### config.mk
export PLATFORM = sky130hd
export DESIGN_NAME = exe_mem_skid_reg
export DESIGN_NICKNAME = d
export VERILOG_FILES = /design/src/rtl/exe_mem_skid_reg.sv
export SDC_FILE = /design/constraint.sdc
export NUM_CORES = 1
export LEC_CHECK = 0
export CORE_MARGIN = 5
export CORE_UTILIZATION = 46
export CTS_CLUSTER_DIAMETER = 100
export DETAILED_ROUTE_END_ITERATION = 10
export GPL_TIMING_DRIVEN = 0
export HOLD_SLACK_MARGIN = 0.05
export PLACE_DENSITY = 0.77
export REMOVE_ABC_BUFFERS = 1
export SLEW_MARGIN = 15
export SYNTH_ARGS = -nofsm -noshare
export SYNTH_HDL_FRONTEND = slang
export SYNTH_SLANG_ARGS = --single-unit
### constraint.sdc
create_clock -name clk -period 7.8 [get_ports clk]
set_clock_uncertainty 0.1 [all_clocks]
set_input_delay 1.56 -clock clk [delete_from_list [all_inputs] [get_ports clk]]
set_output_delay 1.56 -clock clk [all_outputs]
set_load 0.03 [all_outputs]
### src/rtl/exe_mem_skid_reg.sv
// EXE->MEM pipeline register with valid/ready handshake and a two-entry skid buffer.
// Optional feature: define STALL_CNT_EN to add a saturating 16-bit upstream stall counter.
module exe_mem_skid_reg #(
    parameter int unsigned DATA_W = 32,
    parameter int unsigned PC_W   = 32,
    parameter int unsigned DEST_W = 4
) (
    input  logic              clk,
    input  logic              rst,
    input  logic              flush,
    input  logic              in_valid,
    output logic              in_ready,
    input  logic              in_wb_en,
    input  logic              in_mem_r_en,
    input  logic              in_mem_w_en,
    input  logic [PC_W-1:0]   in_pc,
    input  logic [DATA_W-1:0] in_alu_result,
    input  logic [DATA_W-1:0] in_st_val,
    input  logic [DEST_W-1:0] in_dest,
    output logic              out_valid,
    input  logic              out_ready,
    output logic              out_wb_en,
    output logic              out_mem_r_en,
    output logic              out_mem_w_en,
    output logic [PC_W-1:0]   out_pc,
    output logic [DATA_W-1:0] out_alu_result,
    output logic [DATA_W-1:0] out_st_val,
    output logic [DEST_W-1:0] out_dest
`ifdef STALL_CNT_EN
    ,
    output logic [15:0]       stall_cnt
`endif
);

    // Main entry (drives outputs)
    logic              m_valid_q, m_valid_d;
    logic              m_wb_q, m_wb_d, m_mr_q, m_mr_d, m_mw_q, m_mw_d;
    logic [PC_W-1:0]   m_pc_q, m_pc_d;
    logic [DATA_W-1:0] m_alu_q, m_alu_d, m_st_q, m_st_d;
    logic [DEST_W-1:0] m_dest_q, m_dest_d;

    // Skid entry
    logic              s_valid_q, s_valid_d;
    logic              s_wb_q, s_wb_d, s_mr_q, s_mr_d, s_mw_q, s_mw_d;
    logic [PC_W-1:0]   s_pc_q, s_pc_d;
    logic [DATA_W-1:0] s_alu_q, s_alu_d, s_st_q, s_st_d;
    logic [DEST_W-1:0] s_dest_q, s_dest_d;

    // Registered copy of !s_valid so in_ready never depends on out_ready combinationally.
    logic in_ready_q, in_ready_d;

    logic accept;
    logic advance;

    assign accept  = in_valid && in_ready_q;
    assign advance = !m_valid_q || out_ready;

    always_comb begin
        m_valid_d = m_valid_q;
        m_wb_d    = m_wb_q;
        m_mr_d    = m_mr_q;
        m_mw_d    = m_mw_q;
        m_pc_d    = m_pc_q;
        m_alu_d   = m_alu_q;
        m_st_d    = m_st_q;
        m_dest_d  = m_dest_q;
        s_valid_d = s_valid_q;
        s_wb_d    = s_wb_q;
        s_mr_d    = s_mr_q;
        s_mw_d    = s_mw_q;
        s_pc_d    = s_pc_q;
        s_alu_d   = s_alu_q;
        s_st_d    = s_st_q;
        s_dest_d  = s_dest_q;

        if (flush) begin
            m_valid_d = 1'b0;
            s_valid_d = 1'b0;
            m_wb_d    = 1'b0;
            m_mr_d    = 1'b0;
            m_mw_d    = 1'b0;
        end else if (advance) begin
            if (s_valid_q) begin
                m_valid_d = 1'b1;
                m_wb_d    = s_wb_q;
                m_mr_d    = s_mr_q;
                m_mw_d    = s_mw_q;
                m_pc_d    = s_pc_q;
                m_alu_d   = s_alu_q;
                m_st_d    = s_st_q;
                m_dest_d  = s_dest_q;
                s_valid_d = accept;
                if (accept) begin
                    s_wb_d   = in_wb_en;
                    s_mr_d   = in_mem_r_en;
                    s_mw_d   = in_mem_w_en;
                    s_pc_d   = in_pc;
                    s_alu_d  = in_alu_result;
                    s_st_d   = in_st_val;
                    s_dest_d = in_dest;
                end
            end else if (accept) begin
                m_valid_d = 1'b1;
                m_wb_d    = in_wb_en;
                m_mr_d    = in_mem_r_en;
                m_mw_d    = in_mem_w_en;
                m_pc_d    = in_pc;
                m_alu_d   = in_alu_result;
                m_st_d    = in_st_val;
                m_dest_d  = in_dest;
            end else begin
                // Clear control bits so consumers ignoring out_valid never write.
                m_valid_d = 1'b0;
                m_wb_d    = 1'b0;
                m_mr_d    = 1'b0;
                m_mw_d    = 1'b0;
            end
        end else if (accept) begin
            s_valid_d = 1'b1;
            s_wb_d    = in_wb_en;
            s_mr_d    = in_mem_r_en;
            s_mw_d    = in_mem_w_en;
            s_pc_d    = in_pc;
            s_alu_d   = in_alu_result;
            s_st_d    = in_st_val;
            s_dest_d  = in_dest;
        end

        in_ready_d = !s_valid_d;
    end

    always_ff @(posedge clk or posedge rst) begin
        if (rst) begin
            m_valid_q  <= 1'b0;
            m_wb_q     <= 1'b0;
            m_mr_q     <= 1'b0;
            m_mw_q     <= 1'b0;
            m_pc_q     <= '0;
            m_alu_q    <= '0;
            m_st_q     <= '0;
            m_dest_q   <= '0;
            s_valid_q  <= 1'b0;
            s_wb_q     <= 1'b0;
            s_mr_q     <= 1'b0;
            s_mw_q     <= 1'b0;
            s_pc_q     <= '0;
            s_alu_q    <= '0;
            s_st_q     <= '0;
            s_dest_q   <= '0;
            in_ready_q <= 1'b1;
        end else begin
            m_valid_q  <= m_valid_d;
            m_wb_q     <= m_wb_d;
            m_mr_q     <= m_mr_d;
            m_mw_q     <= m_mw_d;
            m_pc_q     <= m_pc_d;
            m_alu_q    <= m_alu_d;
            m_st_q     <= m_st_d;
            m_dest_q   <= m_dest_d;
            s_valid_q  <= s_valid_d;
            s_wb_q     <= s_wb_d;
            s_mr_q     <= s_mr_d;
            s_mw_q     <= s_mw_d;
            s_pc_q     <= s_pc_d;
            s_alu_q    <= s_alu_d;
            s_st_q     <= s_st_d;
            s_dest_q   <= s_dest_d;
            in_ready_q <= in_ready_d;
        end
    end

    assign in_ready       = in_ready_q;
    assign out_valid      = m_valid_q;
    assign out_wb_en      = m_wb_q;
    assign out_mem_r_en   = m_mr_q;
    assign out_mem_w_en   = m_mw_q;
    assign out_pc         = m_pc_q;
    assign out_alu_result = m_alu_q;
    assign out_st_val     = m_st_q;
    assign out_dest       = m_dest_q;

`ifdef STALL_CNT_EN
    logic [15:0] stall_cnt_q, stall_cnt_d;

    always_comb begin
        stall_cnt_d = stall_cnt_q;
        if (in_valid && !in_ready_q && (stall_cnt_q != 16'hFFFF)) begin
            stall_cnt_d = stall_cnt_q + 16'd1;
        end
    end

    always_ff @(posedge clk or posedge rst) begin
        if (rst) begin
            stall_cnt_q <= 16'd0;
        end else begin
            stall_cnt_q <= stall_cnt_d;
        end
    end

    assign stall_cnt = stall_cnt_q;
`endif

endmodule

==> results.sh <==
export IMPL_drt_first_pass_iters=4
export IMPL_worstSetupStartpointType="input port"
export IMPL_muxShareOfSynthArea_pct=39.0
export IMPL_setup_viol=0
export IMPL_synth_area_um2=9430
export IMPL_synth_top_area_share_pct=55.2
export IMPL_ys_types=23
export IMPL_path_clk_slew_ns=0.06
export IMPL_worst_path_most_repeated_cell="buf_4"
export IMPL_tightest_slew_ns=0.900
export IMPL_hold_viol=0
export IMPL_dp_hpwl_um=13800
export IMPL_synth_top_area_cell="dfrtp_1"
export IMPL_worstReg2RegStart="s_valid_q$_DFF_PP0_"
export IMPL_fillerInstances=1486
export IMPL_drv_slew=0
export IMPL_io_buffers=212
export IMPL_final_cell_mix="mux2_2, clkdlybuf4s50_1, dfrtp_1, mux2_4, clkbuf_16"
export IMPL_yosys_top_cells_area="dfrtp_1, mux2_2, mux2_4"
export IMPL_row_count=52
export IMPL_initial_utilization_pct=46.6
export IMPL_cts_setup_buffers=0
export IMPL_grt_start_max_net_pins=106
export IMPL_p_per_area_nw_per_um2=289
export IMPL_antenna_found_initial=0
export IMPL_critical_path_cell_chain="clkdlybuf4s50_1 > nor2b_4 > nor3_2 > buf_6 > buf_4 > buf_4 > mux2_2"
export IMPL_cts_max_path_buffers=3
export IMPL_post_route_util_pct=62.0
export IMPL_drt_first_iter_violations=225
export IMPL_ioPinCount=213
export IMPL_grt_pass1_vias=6214
export IMPL_grt_pass1_wl_um=33400
export IMPL_slowest_delay_ns=0.73
export IMPL_seq_area_um2=5240
export IMPL_status="complete, no violations"
export IMPL_num_vias=5559
export IMPL_drcViolationCount=0
export IMPL_critPathMaxFanout=11
export IMPL_ant_nets=0
export IMPL_rsz0062_at_grt="no"
export IMPL_synth_top_family_by_area="multiplexers"
export IMPL_synth_fa_ha_area_share_pct=0.106
export IMPL_die_area_um2=23500
export IMPL_ys_ff_latch=209
export IMPL_cp_top_family="buffers and inverters"
export IMPL_yosysWarnings=0
export IMPL_antenna_cells=0
export IMPL_syn_area_per_cell_um2=16.5
export IMPL_irDropWorstVdd_mv=0.186
export IMPL_timing_final_crit_share_pct=47.7
export IMPL_final_nets=895
export IMPL_holdPathStages=1
export IMPL_routed_wl_um=20500
export IMPL_fin_crit_ns=3.72
export IMPL_synth_xor_area_share_pct=0
export IMPL_worstHoldEndpoint="out_pc[2]$_DFFE_PP0P_"
export IMPL_end_kind="flop"
export IMPL_clock_latency_ns=0.50
export IMPL_slowest_stage="nor3_2"
export IMPL_worst_r2r_endpoint="out_st_val[30]$_DFFE_PP0P_"
export IMPL_hold_start="out_pc[2]$_DFFE_PP0P_"
export IMPL_seq_area_frac_synth_pct=55.5
export IMPL_arrival_ns=4.00
export IMPL_drt_wirelength_per_cell_um=19.1
export IMPL_area_delta_synth_final_pct=33.0
export IMPL_synth_compound_area_share_pct=0.677
export IMPL_final_common_cell="mux2_2"
export IMPL_grt_remaining_overflow=0
export IMPL_reg2regPathDepth=6
export IMPL_die_y_um=153
export IMPL_tns_ns=0
export IMPL_globalplace_congestion=0.781
export IMPL_cts_buffers=24
export IMPL_cts_sinks=209
export IMPL_cp_required_ns=8.08
export IMPL_multi_input_area_um2=3820
export IMPL_ctsResizeCount=0
export IMPL_hold_buffers=0
export IMPL_viasPerCell=5.17
export IMPL_cts_tree="yes"
export IMPL_synthSimpleGateAreaFrac_pct=0.743
export IMPL_coreArea_um2=20200
export IMPL_cp_num_buf_inv=4
export IMPL_max_freq_ghz=0.269
export IMPL_maxSlewHeadroom_pct=39.7
export IMPL_drive_gt1_share_pct=45.3
export IMPL_hold_path_class="flop to flop"
export IMPL_drv_cap=0
export IMPL_synth_cells=570
export IMPL_grtUsageTotal_pct=17.1
export IMPL_critical_path_class="input port to flop"
export IMPL_power_leakage_nw=5.24
export IMPL_root_buffer="clkbuf_16"
export IMPL_reg2reg_slack_ns=4.75
export IMPL_cts_htree_levels=1
export IMPL_total_power_mw=3.62
export IMPL_die_w_um=153
-- metal layers --
layer / part of all wire (%) / GRT usage [%] / vias up
met5: 0 / 0 / -
met4: 2.2 / 4.58 / 0
met3: 7.4 / 5.23 / 38
met2: 48 / 28.6 / 182
met1: 42 / 21.5 / 2862
li1: - / - / 2477
-- power by group --
| group | switching [mW] | leakage [nW] | internal (mW) |
|---|---|---|---|
| Clock | 0.435 | 0.406 | 0.697 |
| Combinational | 0.437 | 2.33 | 0.546 |
| Sequential | 0.149 | 2.51 | 1.36 |
| Total | 1.02 | 5.24 | 2.60 |
-- worst max path at each step --
stage          slack (ns)                       endpoint  depth (start not counted)           startpoint
2_1_floorplan       -2.59  out_alu_result[0]$_DFFE_PP0P_                          3  s_valid_q$_DFF_PP0_
3_3_place_gp        -7.72     out_st_val[20]$_DFFE_PP0P_                          3  s_valid_q$_DFF_PP0_
3_5_place_dp         3.51     out_st_val[30]$_DFFE_PP0P_                          7            out_ready
4_1_cts              4.06     out_st_val[30]$_DFFE_PP0P_                          7            out_ready
5_1_grt              3.96     out_st_val[16]$_DFFE_PP0P_                          7            out_ready
6_report             4.08     out_st_val[30]$_DFFE_PP0P_                          7            out_ready
-- synth_stat cells (all sizes together) --
cell type,n
nor3,2
nor2,4
nand2,1
nor2b,1
clkbuf,6
inv,2
a221oi,3
dfstp,1
a21oi,1
o21ai,3
and2,2
maj3,1
buf,29
mux2,303
dfrtp,208
nand2b,1
o211a,1
and3b,1
-- logic make-up after synthesis --
group,count (synthesis)
multiplexers,303
AO/OA/AOI/OAI,8
buffers and inverters,37
adder cells (fa/ha/maj),1
AND/OR/NAND/NOR,12
flip-flops,209
-- flip-flops by register name (all words and copies together) (netlist names) --
register,count
out_st_val,32
out_alu_result,32
s_pc_q,32
s_mr_q,1
s_alu_q,32
out_pc,32
in_ready,1
s_mw_q,1
s_valid_q,1
s_st_q,32
s_wb_q,1
s_dest_q,4
out_mem_w_en,1
out_dest,4
out_wb_en,1
out_mem_r_en,1
out_valid,1
-- final cells by class --
type	count	share of cell area (%)
clock buffer	32	5.60
clock inverter	12	0.918
inverter	2	0.120
multi-input combinational	324	30.5
sequential	209	41.7
tap	270	2.69
timing repair buffer	226	18.4
-- metrics by stage --
stage          worst slack, ns  hold slack (ns)  cell area, um2  cells
3_5_place_dp              3.51            0.388           11700   1031
3_3_place_gp             -7.72            0.383           11500   1017
6_report                  4.08            0.402           12500   1075
4_1_cts                   4.06            0.406           12500   1075
2_1_floorplan            -2.59            0.375            9060    535
5_1_grt                   3.96            0.415           12500   1075
Power figures use the tool's default switching activity.
==> RTL change 1, RTL diff (same settings) <==
`DEST_W`: 4 -> 5.
--- a/src/rtl/exe_mem_skid_reg.sv
+++ b/src/rtl/exe_mem_skid_reg.sv
@@ -5,3 +5,3 @@
     parameter int unsigned PC_W   = 32,
-    parameter int unsigned DEST_W = 4
+    parameter int unsigned DEST_W = 5
 ) (
Interface: changed (resized in_dest and out_dest); port bits go from 213 to 215. The function was not compared with the original's and may differ.
==> RTL change 1 against the unedited design <==
- sequential cell count grew 2
- hold slack is essentially flat
- global-route usage is essentially flat
- register-to-register slack lost 0.27 ns
- routed wire length shrank 1.0%
- cell area grew 0.12%
- area after synthesis shrank 0.85%
- power shrank 0.70%
- setup slack gained 0.027 ns
- critical endpoint is now out_alu_result[16]$_DFFE_PP0P_
- largest cell class unchanged
- highest routed layer unchanged
==> RTL change 1: results <==
{
  "grt_pass1_vias": 6185,
  "syn_area_per_cell_um2": 16.2,
  "ys_top_cells_by_count": "mux2_2, dfrtp_1, mux2_4",
  "dp_cells": 1039,
  "grt_pass1_wl_um": 33300,
  "dp_hpwl_um": 13800,
  "cts_buffers": 23,
  "status": "complete, no violations",
  "r2r_setup_slack_ns": 4.48,
  "clkbuf_count": 31,
  "crit_arrival_ns": 3.97,
  "buffer_area_share_pct": 18.7,
  "clock-sinks": 211,
  "num-fill-cells": 1435,
  "seq_area_share_pct": 42.1,
  "synth-seq-area-share_pct": 56.5,
  "slowest_delay_ns": 0.49,
  "min_from": "s_pc_q[28]$_DFFE_PP0P_",
  "worstReg2RegEnd": "out_alu_result[16]$_DFFE_PP0P_",
  "io_buffers": 214,
  "nNonClkBuffers": 229,
  "gp_congestion": 0.782,
  "synth_area_leaders": "dfrtp_1, mux2_2, mux2_4",
  "min_to": "s_pc_q[28]$_DFFE_PP0P_",
  "via_count": 5433,
  "grt_max_degree": 108
}
[RTL change 1: power breakdown]
group	internal [mW]	total (mW)	switching (mW)
combinational	0.542	0.979	0.437
sequential	1.37	1.52	0.148
clock	0.675	1.10	0.424
[RTL change 1: routing by layer]
layer | part of all wire, % | GRT usage, %
met5 | 0 | 0
met2 | 50 | 29.4
met3 | 6.1 | 4.71
met1 | 42 | 21.4
met4 | 2.7 | 4.37
[RTL change 1: through the flow]
| step | hold slack (ns) | instance area (um^2) | util, % |
|---|---|---|---|
| global route | 0.414 | 12600 | 62.4 |
| CTS | 0.406 | 12600 | 62.4 |
| detailed placement | 0.389 | 11800 | 58.7 |
| finish | 0.402 | 12600 | 62.4 |
| global placement | 0.383 | 11600 | 57.5 |
| floorplan | 0.375 | 9090 | - |
[RTL change 1: logic make-up after synthesis]
family                   share of synthesized area, %
AND/OR/NAND/NOR                                 0.682
AO/OA/AOI/OAI                                   0.602
multiplexers                                     39.3
flip-flops                                       56.5
buffers and inverters                            2.88
adder cells (fa/ha/maj)                         0.107
[RTL change 1: how the worst max path moves through the flow]
| stage | from | endpoint | slack, ns | depth (start not counted) |
|---|---|---|---|---|
| finish | out_ready | out_alu_result[16]$_DFFE_PP0P_ | 4.11 | 8 |
| global route | out_ready | out_pc[17]$_DFFE_PP0P_ | 3.98 | 8 |
| CTS | out_ready | out_alu_result[16]$_DFFE_PP0P_ | 4.10 | 8 |
| detailed placement | out_ready | out_pc[17]$_DFFE_PP0P_ | 3.58 | 8 |
| global placement | s_valid_q$_DFF_PP0_ | out_alu_result[20]$_DFFE_PP0P_ | -8.09 | 3 |
| floorplan | s_valid_q$_DFF_PP0_ | out_alu_result[0]$_DFFE_PP0P_ | -2.67 | 3 |
==> RTL change 2, RTL diff (config.mk and constraints unchanged) <==
Without the edit above. Add a define of `STALL_CNT_EN`.
--- a/src/rtl/exe_mem_skid_reg.sv
+++ b/src/rtl/exe_mem_skid_reg.sv
@@ -2,2 +2,4 @@
 // Optional feature: define STALL_CNT_EN to add a saturating 16-bit upstream stall counter.
+`define STALL_CNT_EN
+
 module exe_mem_skid_reg #(
New outputs: stall_cnt. Function: not settled (the Yosys comparison gave no result); the edit may change what the design does.
==> RTL change 2 against the unedited design <==
- cell count grew 20%
- sequential cell count increased by 16
- synthesized cell count increased by 34%
- core utilization rose by 1.9 points
- routed wire length rose by 12%
- global-route usage grew 1.7 points
- area after synthesis up 4.7%
- clock power rose by 9%
- sequential power grew 5%
- cell area increased by 7.5%
- setup slack worse by 0.24 ns
- register-to-register slack got worse by 0.08 ns
- power up 4.3%
- critical endpoint is now s_alu_q[8]$_DFFE_PP0P_
- largest power group unchanged
- highest routed layer unchanged
==> RTL change 2: results <==
{
  "status": "complete, no violations",
  "synth-seq-area-share_pct": 57.1,
  "grt_pass1_wl_um": 37900,
  "async_flop_share_pct": 100,
  "grt_max_degree": 86,
  "worstReg2RegEnd": "s_alu_q[8]$_DFFE_PP0P_",
  "clock_path_buffers": 3,
  "diodes": 0,
  "grt_use_total_pct": 18.7,
  "reg2reg_depth": 8,
  "dp_hpwl_um": 15900,
  "hold_path_depth": 1,
  "r2r_start": "s_valid_q$_DFF_PP0_",
  "synth_area_leaders": "dfrtp_1, mux2_4, mux2i_1",
  "clk_pin_slew_ns": 0.06,
  "nets": 1108,
  "timing.slew.headroom_pct": 56.3,
  "cts_resized": 0,
  "yosysUniqueCellTypes": 41,
  "drive_above_1_share_pct": 18.7,
  "cts_setup_buffers": 0,
  "viasPerCell": 5.19,
  "ys_top_cells_by_count": "dfrtp_1, a21oi_1, nor2_1",
  "first_pass_iters": 7,
  "cts_buffers": 26,
  "r2r_setup_slack_ns": 4.67,
  "power.leakage_nw": 5.56,
  "crit_arrival_ns": 4.25,
  "drt_wl_total_um": 22900,
  "p_sw_share_pct": 28.6,
  "min_from": "s_alu_q[13]$_DFFE_PP0P_",
  "antenna_found_initial": 0,
  "finalSetupViolCount": 0,
  "io_buffers": 228,
  "gp_congestion": 0.761,
  "synth_most_common_cell": "dfrtp_1",
  "clock_latency_ns": 0.51,
  "grt_pass1_vias": 7220,
  "peakVddDrop_v": 0.000216,
  "min_to": "s_alu_q[13]$_DFFE_PP0P_",
  "drt_iter0_drc": 233,
  "root_buffer": "clkbuf_16",
  "cp_max_fo": 13
}
[RTL change 2: power by group through the flow]
stage | clock network (mW) | registers (mW) | logic [mW]
2_1_floorplan | 0 | 1.79 | 0.400
3_3_place_gp | 0 | 1.60 | 0.963
3_5_place_dp | 0 | 1.60 | 0.969
4_1_cts | 1.26 | 1.59 | 0.973
5_1_grt | 1.32 | 1.62 | 1.03
6_report | 1.23 | 1.59 | 0.961
[RTL change 2: how the worst max path moves through the flow]
stage / startpoint / endpoint / slack [ns] / cells past startpoint
5_1_grt: out_ready / s_alu_q[8]$_DFFE_PP0P_ / 3.73 / 10
3_5_place_dp: out_ready / s_alu_q[23]$_DFFE_PP0P_ / 3.34 / 10
3_3_place_gp: s_valid_q$_DFF_PP0_ / out_alu_result[16]$_DFFE_PP0P_ / -12.66 / 3
6_report: out_ready / s_alu_q[8]$_DFFE_PP0P_ / 3.84 / 10
4_1_cts: out_ready / s_alu_q[23]$_DFFE_PP0P_ / 3.85 / 10
2_1_floorplan: s_valid_q$_DFF_PP0_ / out_alu_result[0]$_DFFE_PP0P_ / -6.18 / 3
[RTL change 2: metrics by stage]
step | setup WS (ns) | instances | hold slack, ns | instance area [um^2] | TNS [ns]
2_1_floorplan | -6.18 | 714 | 0.381 | 9520 | -643.96
3_3_place_gp | -12.66 | 1217 | 0.389 | 12100 | -2307.85
3_5_place_dp | 3.34 | 1246 | 0.393 | 12600 | 0
4_1_cts | 3.85 | 1293 | 0.409 | 13500 | 0
5_1_grt | 3.73 | 1293 | 0.417 | 13500 | 0
6_report | 3.84 | 1293 | 0.403 | 13500 | 0
[RTL change 2: layout make-up]
cell class	instances	area (um^2)
flip-flops and latches	225	5640
repair buffers	257	2710
clock inverters	9	98.8
fillers	1593	7610
multi-input cells	484	3870
well taps	275	344
clock buffers	38	787
inverters	5	26.3
[RTL change 2: kinds of logic (layout without fill, tap and decap cells)]
| logic type | Yosys count | count (layout) | synth area share (%) |
|---|---|---|---|
| AND/OR/NAND/NOR | 149 | 149 | 6.90 |
| buffers and inverters | 52 | 309 | 3.78 |
| adder cells (fa/ha/maj) | 2 | 2 | 0.228 |
| AO/OA/AOI/OAI | 117 | 117 | 6.19 |
| flip-flops | 225 | 225 | 57.1 |
| XOR/XNOR | 8 | 8 | 0.710 |
| multiplexers | 208 | 208 | 25.1 |
[RTL change 2: per-layer routing]
metal / GRT usage, % / share of wire (%)
met5: 0 / 0
met4: 5.00 / 2.5
met3: 6.47 / 9.5
met2: 29.8 / 46
met1: 24.6 / 42
[RTL change 2: critical path, cell delays in order]
cell	delay, ns
clkdlybuf4s50_1	0.46
nor2b_4	0.22
nor2_1	0.12
nor3_4	0.57
buf_16	0.23
buf_8	0.19
buf_16	0.17
buf_8	0.18
buf_8	0.17
mux2_2	0.34
